### src/rtl/adder_with_cla.sv
`default_nettype none
// ============================================================================
//  Module   : adder_with_cla
//  Purpose  : WIDTH-bit unsigned adder, {cout,sum} = a + b + cin, built from
//             4-bit carry-lookahead groups plus a second lookahead level
//             across the groups. No ripple path exists between bits or
//             groups. All outputs are registered (1-cycle latency, no input
//             register, no enable).
//  Ports    : clk    - rising-edge clock
//             rst_n  - asynchronous active-low reset, clears all outputs
//             a, b   - WIDTH-bit unsigned operands
//             cin    - carry-in
//             sum    - registered (a+b+cin) mod 2^WIDTH
//             cout   - registered carry-out (bit WIDTH of a+b+cin)
//             grp_p  - registered block propagate, &(a^b)
//             grp_g  - registered block generate (carry-out when cin=0)
//  Params   : WIDTH  - operand width, multiple of 4 (4, 8, 12, 16 ...)
//  Revision : 1.0 - initial release
// ============================================================================
module adder_with_cla #(
  parameter int WIDTH = 4
) (
  input  logic             clk,
  input  logic             rst_n,
  input  logic [WIDTH-1:0] a,
  input  logic [WIDTH-1:0] b,
  input  logic             cin,
  output logic [WIDTH-1:0] sum,
  output logic             cout,
  output logic             grp_p,
  output logic             grp_g
);

  localparam int NG = WIDTH / 4;

  logic [WIDTH-1:0] g_bit;
  logic [WIDTH-1:0] p_bit;
  logic [WIDTH-1:0] c_bit;
  logic [NG-1:0]    gg;
  logic [NG-1:0]    gp;
  logic [NG:0]      c_grp;

  logic [WIDTH-1:0] sum_d,   sum_q;
  logic             cout_d,  cout_q;
  logic             grp_p_d, grp_p_q;
  logic             grp_g_d, grp_g_q;

  // Flat sum-of-products carry into position n of a lookahead chain:
  //   c[n] = gen[n-1] | prop[n-1]gen[n-2] | ... | prop[n-1..0]c0
  // Each product term is formed independently, so the result is a single
  // AND-OR level rather than a chain of previously computed carries.
  function automatic logic lookahead(input logic [NG-1:0] gen,
                                     input logic [NG-1:0] prop,
                                     input logic          c0,
                                     input int            n);
    logic acc;
    logic prod;
    acc = 1'b0;
    for (int j = 0; j < n; j++) begin
      prod = gen[j];
      for (int m = j + 1; m < n; m++) begin
        prod = prod & prop[m];
      end
      acc = acc | prod;
    end
    prod = c0;
    for (int m = 0; m < n; m++) begin
      prod = prod & prop[m];
    end
    acc = acc | prod;
    return acc;
  endfunction

  assign g_bit = a & b;
  assign p_bit = a ^ b;

  // Second level: group carry-ins from (GG,GP) and cin.
  assign c_grp[0] = cin;

  generate
    for (genvar k = 1; k <= NG; k++) begin : g_grp_cin
      assign c_grp[k] = lookahead(gg, gp, cin, k);
    end
  endgenerate

  // First level: 4-bit lookahead groups.
  generate
    for (genvar k = 0; k < NG; k++) begin : g_grp
      logic [3:0] gl;
      logic [3:0] pl;
      logic       ci;

      assign gl = g_bit[4*k +: 4];
      assign pl = p_bit[4*k +: 4];
      assign ci = c_grp[k];

      assign c_bit[4*k]     = ci;
      assign c_bit[4*k + 1] = gl[0] | (pl[0] & ci);
      assign c_bit[4*k + 2] = gl[1] | (pl[1] & gl[0]) | (pl[1] & pl[0] & ci);
      assign c_bit[4*k + 3] = gl[2] | (pl[2] & gl[1]) | (pl[2] & pl[1] & gl[0])
                            | (pl[2] & pl[1] & pl[0] & ci);

      assign gp[k] = &pl;
      assign gg[k] = gl[3] | (pl[3] & gl[2]) | (pl[3] & pl[2] & gl[1])
                   | (pl[3] & pl[2] & pl[1] & gl[0]);
    end
  endgenerate

  assign sum_d   = p_bit ^ c_bit;
  assign cout_d  = c_grp[NG];
  assign grp_p_d = &gp;
  // Block generate is the top-level carry with the chain's carry-in forced to 0.
  assign grp_g_d = lookahead(gg, gp, 1'b0, NG);

  always_ff @(posedge clk or negedge rst_n) begin
    if (!rst_n) begin
      sum_q   <= '0;
      cout_q  <= 1'b0;
      grp_p_q <= 1'b0;
      grp_g_q <= 1'b0;
    end else begin
      sum_q   <= sum_d;
      cout_q  <= cout_d;
      grp_p_q <= grp_p_d;
      grp_g_q <= grp_g_d;
    end
  end

  assign sum   = sum_q;
  assign cout  = cout_q;
  assign grp_p = grp_p_q;
  assign grp_g = grp_g_q;

endmodule
`default_nettype wire

### config.mk
export PLATFORM = sky130hd
export DESIGN_NAME = adder_with_cla
export DESIGN_NICKNAME = d
export VERILOG_FILES = /design/src/rtl/adder_with_cla.sv
export SDC_FILE = /design/constraint.sdc
export NUM_CORES = 1
export LEC_CHECK = 0
export ABC_AREA = 1
export ABC_CLOCK_PERIOD_IN_PS = 800
export BUFFER_PORTS_ARGS = -buffer_cell sky130_fd_sc_hd__buf_4
export CORE_AREA = 2 2 39 41
export CTS_CLUSTER_SIZE = 20
export DETAILED_ROUTE_END_ITERATION = 8
export DIE_AREA = 0 0 41 43
export PLACE_DENSITY = 0.55
export RECOVER_POWER = 25
export SLEW_MARGIN = 20
export SYNTH_ARGS = -nofsm -noshare
export SYNTH_HDL_FRONTEND = slang
export SYNTH_SLANG_ARGS = --single-unit
### constraint.sdc
create_clock -name clk -period 0.8 [get_ports clk]
set_input_delay 0.16 -clock clk [delete_from_list [all_inputs] [get_ports clk]]
set_output_delay 0.16 -clock clk [all_outputs]
set_load 0.01 [all_outputs]
==> results of run 1 <==
[per-stage QoR]
step	worst slack, ps	TNS [ps]	power [W]	util [%]
2_1_floorplan	-85.48	-272.6	0.0005917	-
6_report	-90.90	-588.8	0.001122	51.18
3_5_place_dp	-239.3	-1444	0.0007740	45.21
5_1_grt	-123.6	-817.6	0.001199	51.18
4_1_cts	-104.1	-683.1	0.001131	49.73
3_3_place_gp	-239.0	-1395	0.0007687	45.21
[power by group through the flow]
stage | clock, W | combinational (W) | sequential (W)
floorplan | 0 | 0.000143 | 0.000448
global placement | 0 | 0.000349 | 0.000420
detailed placement | 0 | 0.000352 | 0.000422
CTS | 0.000320 | 0.000385 | 0.000425
global route | 0.000327 | 0.000443 | 0.000429
finish | 0.000300 | 0.000397 | 0.000425
[worst paths after layout]
path                                  from  depth (start not counted)  slack [ps]               to
max                        grp_p$_DFF_PN0_                          1         -90            grp_p
min in group asynchronous            rst_n                          2         340   cout$_DFF_PN0_
min                                   b[3]                          4         270  grp_g$_DFF_PN0_
max in group asynchronous            rst_n                          2         200  grp_p$_DFF_PN0_
[state kept, by name, summed over array words and instances, names as in the netlist]
| name | flops |
|---|---|
| sum | 4 |
| cout | 1 |
| grp_g | 1 |
| grp_p | 1 |
[per-layer routing]
layer  wire length, microns  global-route usage (%)  vias up
met5                      0                       0        -
met4                      0                   8.000        0
met3                     52                   1.571        0
met2                    406                   15.63       15
met1                    301                   12.46      157
li1                       -                       -      193
[timing repair]
item	in CTS	in global routing
hold endpoints to repair	7	0
setup endpoints to repair	7	11
hold buffers	1	0
setup buffers	0	1
gates resized for setup	7	4
pin swaps	0	8
[layout make-up]
class	count	area, sq um
multi-input combinational	30	240.2
inverter	7	33.78
fill	134	675.6
clock buffer	4	26.28
timing repair buffer	24	212.7
sequential	7	175.2
tap	16	20.02
[layout by cell type (no fill, tap or decap), drive strengths merged]
cell,count
xnor2,1
inv,7
a21oi,1
dfrtp,7
nor2,3
nand4,1
clkbuf,5
ha,4
nand2,13
nand3,4
fa,1
or2,1
buf,22
o21bai,1
dlygate4sd3,1
[cell families (layout without fill, tap and decap cells)]
| logic type | after synthesis | count (layout) | synth area share (%) |
|---|---|---|---|
| xor gates and xnor gates | 1 | 1 | 2.258 |
| DFF | 7 | 7 | 45.16 |
| AOI/OAI and AO/OA | 2 | 2 | 3.225 |
| and+or+nand+nor | 22 | 22 | 24.52 |
| adders and majority gates | 5 | 5 | 18.07 |
| buffers and inverters | 7 | 35 | 6.775 |
==> impl_metrics.yaml, run 1 <==
detailed_routing:
  ant_nets: 0
  drt_iter0_drc: 5
  num_vias: 365
  drt-wirelength-per-cell_microns: 8.636
  routed_wl_microns: 760
  drc: 0
  viasPerCell: 4.148
  firstDrtPassIters: 4
pwr:
  clkPwrFrac_pct: 26.8
  seqPwrFrac_pct: 37.9
  swShare_pct: 26.26
  power_density_nw_per_um2: 1584
  p_leak_nw: 0.3697
  combPwrFrac_pct: 35.4
  ir_worst_vdd_uv: 562.1
  switchingPower_w: 0.0002946
  power.internal_w: 0.0008273
timing:
  slew_headroom_pct: 76.69
  fin_crit_ps: 890.9
  holdWs_ps: 267.6
  timing.final.ws_setup_ps: -90.90
  slew_violations: 0
  finalHoldViolCount: 0
  rsz0062_at_grt: "yes"
  setup-violations-final: 7
  timing.fmax_mhz: 1122
  fin_crit_sh_pct: 111.4
  tightest_slew_ps: 349.6
cells_and_area:
  area_delta_synth_final_pct: 82.58
  finalNonFillerCells: 88
  final_nets: 89
  fin_area_sq_um: 708.2
  n_antenna_cell: 0
  drive_gt1_share_pct: 48.61
setup_path:
  crit_family: "flip-flops"
  crit_path_end_kind: "output port"
  cp.arrival_ps: 730
  critPathMaxStageDelay_ps: 370
  cp_max_fo: 1
  cp-start-kind: "flop"
  crit_path_top_delay_cell: "dfrtp_1"
  crit_chain: "buf_6"
  worstSetupPathType: "reg2out"
  crit_buf_inv: 1
  required_ps: 640
clock_tree:
  cts.path.max_buffers: 2
  cts_tree: "done"
  path_clk_slew_ps: 50
  h-tree-depth: 1
  clock-sinks: 7
  root_buffer: "clkbuf_4"
  numCtsBuffers: 3
synth:
  seq_area_frac_synth_pct: 45.16
  synth_top_area_share_pct: 45.16
  ys_warn_count: 0
  synth-seq-cells: 7
  syn_avg_cell_area_sq_um: 8.815
  post-synth-top-count-cell: "nand2_1"
  async_reset_ff_share_pct: 100.0
  synth_common_cells: "nand2_1, dfrtp_1, inv_1, ha_1, nand3_1"
  syn_area_sq_um: 387.9
  ys.flop_type: "dfrtp_1"
  synth_cell_types: 13
  netlist_instances: 44
  ys_top_cells_by_area: "dfrtp_1, ha_1, nand2_1"
  synth_fp_nets: 60
  yosysTopAreaCell: "dfrtp_1"
  synth-edff-count: 0
run_status:
  violations: "setup timing"
  status: "finished, violations left"
global_route:
  grt.total_usage_pct: 10.40
  grt_pass1_vias: 339
  grt_overflow_total: 0
  grt_first_pass_wirelength_microns: 1248
  antenna_found_initial: 0
  grt_start_max_net_pins: 8
die:
  start_util_pct: 28.03
  fp.dieArea_sq_um: 1763
  fp.dieH_microns: 43
  ios: 18
  row_count: 14
  die-width_microns: 41
  coreArea_sq_um: 1384
worst_hold_path:
  hold_class: "in2reg"
place:
  place_area_sq_um: 625.6
  gp_congestion: 0.7374
  dp_cells: 82
  dp_hpwl_microns: 646.4
  port_buffers: 17
run:
  cap_violations: 0
Power figures use the tool's default switching activity.
==> run 2, diff against run 1 <==
--- a/config.mk
+++ b/config.mk
@@ -14,6 +14,7 @@
 export DIE_AREA = 0 0 41 43
 export PLACE_DENSITY = 0.55
 export RECOVER_POWER = 25
+export SETUP_SLACK_MARGIN = 0.1
 export SLEW_MARGIN = 20
 export SYNTH_ARGS = -nofsm -noshare
 export SYNTH_HDL_FRONTEND = slang
==> run 2 against run 1 <==
  * The run still ends with setup timing left
  * Via count rose by 6.3%
  * Count of clock-buffer cells in the layout did not move
  * Combinational power rose by 19%
==> impl_metrics.yaml, run 2 (synthesized netlist as in run 1, its figures left out) <==
cells_and_area:
  layout_commonest_cell: "buf_6"
  n_fill_cell: 125
  area_delta_synth_final_pct: 105.2
  fin_area_sq_um: 795.8
  final_nets: 90
  largest_register_ff_count: 4
  drive_gt1_share_pct: 61.64
  layout_common_cells: "buf_6, nand2_1, buf_4"
  fin_util_pct: 57.50
  n_antenna_cell: 0
place:
  port_buffers: 17
  place_area_sq_um: 625.6
  gp_congestion: 0.7531
  pre_cts_ws_ps: -242.7
  dp_hpwl_microns: 668.6
run:
  cap_violations: 0
pwr:
  power_density_nw_per_um2: 1515
  swShare_pct: 27.62
  power.internal_w: 0.0008726
  clkPwrFrac_pct: 25.5
  combPwrFrac_pct: 39.2
  p_leak_nw: 0.3941
  seqPwrFrac_pct: 35.3
  ir_worst_vdd_uv: 551.1
  switchingPower_w: 0.0003329
global_route:
  grt_pass1_vias: 349
  grt.total_usage_pct: 11.10
  grt_start_max_net_pins: 8
  antenna_found_initial: 0
  grt_first_pass_wirelength_microns: 1290
  grt_overflow_total: 0
run_status:
  status: "finished, violations left"
  violations: "setup timing"
detailed_routing:
  drt_iter0_drc: 2
  drt-wirelength-per-cell_microns: 9.191
  num_vias: 388
  viasPerCell: 4.360
  firstDrtPassIters: 4
  routed_wl_microns: 818
  ant_nets: 0
  drc: 0
setup_path:
  critPathMaxStageDelay_ps: 370
  crit_path_top_delay_cell: "dfrtp_1"
  cp_max_fo: 1
  crit_path_end_kind: "output port"
  crit_chain: "buf_6"
  crit_buf_inv: 1
  cp-start-kind: "flop"
  worstSetupPathType: "reg2out"
  cp.arrival_ps: 740
  crit_family: "flip-flops"
  required_ps: 640
die:
  fp.dieArea_sq_um: 1763
  coreArea_sq_um: 1384
  die-width_microns: 41
  row_count: 14
  ios: 18
  start_util_pct: 28.03
  fp.dieH_microns: 43
clock_tree:
  path_clk_slew_ps: 50
  clock-sinks: 7
  numCtsBuffers: 3
  root_buffer: "clkbuf_4"
  cts_tree: "done"
  h-tree-depth: 1
  cts.path.max_buffers: 2
timing:
  fin_crit_ps: 897.4
  slew_headroom_pct: 77.04
  finalHoldViolCount: 0
  timing.final.ws_setup_ps: -97.40
  setup-violations-final: 7
  rsz0062_at_grt: "yes"
  timing.fmax_mhz: 1114
  fin_crit_sh_pct: 112.2
  slew_violations: 0
  holdWs_ps: 237.2
  tightest_slew_ps: 344.5
worst_hold_path:
  holdPathStages: 4
  hp-start: "b[3]"
  whs_endpoint: "grp_g$_DFF_PN0_"
  hold_class: "in2reg"
## run 2: power groups by stage
stage,Clock [W],Sequential [W],Combinational (W)
after floorplan,0,0.000448,0.000143
after global placement,0,0.000420,0.000350
after detailed placement,0,0.000423,0.000354
after CTS,0.000326,0.000427,0.000413
after global routing,0.000341,0.000430,0.000520
final,0.000307,0.000426,0.000472
## run 2: timing repair
action / 4_1_cts / 5_1_grt
gates resized for setup: 15 / 15
setup buffers: 1 / 1
hold endpoints to repair: 7 / 0
endpoints found under the setup margin: 13 / 12
hold buffers: 1 / 0
pin swaps: 10 / 8
## run 2: worst max path at each step
stage          cells after the start  slack [ps]              from                to
2_1_floorplan                      6         -90              a[2]  sum[3]$_DFF_PN0_
3_3_place_gp                       6        -240              b[1]    cout$_DFF_PN0_
3_5_place_dp                       7        -240              a[2]  sum[3]$_DFF_PN0_
4_1_cts                            1        -110  sum[2]$_DFF_PN0_            sum[2]
5_1_grt                            1        -130    cout$_DFF_PN0_              cout
6_report                           1        -100   grp_g$_DFF_PN0_             grp_g
## run 2: metal layers
| layer | track usage (%) | vias up | part of all wire [%] |
|---|---|---|---|
| met3 | 1.571 | 0 | 7.5 |
| met2 | 16.25 | 15 | 55 |
| met1 | 13.07 | 178 | 38 |
| met4 | 10.00 | 0 | 0 |
| met5 | 0 | - | 0 |
| li1 | - | 195 | - |
## run 2: worst min-delay path: stages
cell,delay [ps]
buf_4,90
ha_4,110
a21oi_2,40
nand2_1,50
## run 2: per-stage QoR
step                std cells  total power [W]  TNS [ps]
floorplan                  44        0.0005919    -272.6
global placement           82        0.0007699     -1403
detailed placement         82        0.0007765     -1411
CTS                        88         0.001166    -748.1
global route               89         0.001292    -873.2
finish                     89         0.001206    -642.3
## run 2: final cells by class
type                       instances  area, sq um  area share [%]
multi-input combinational         30        294.0           36.95
timing repair buffer              25        239.0           30.03
sequential                         7        175.2           22.01
inverter                           7        41.29           5.189
clock buffer                       4        26.28           3.302
tap                               16        20.02           2.516
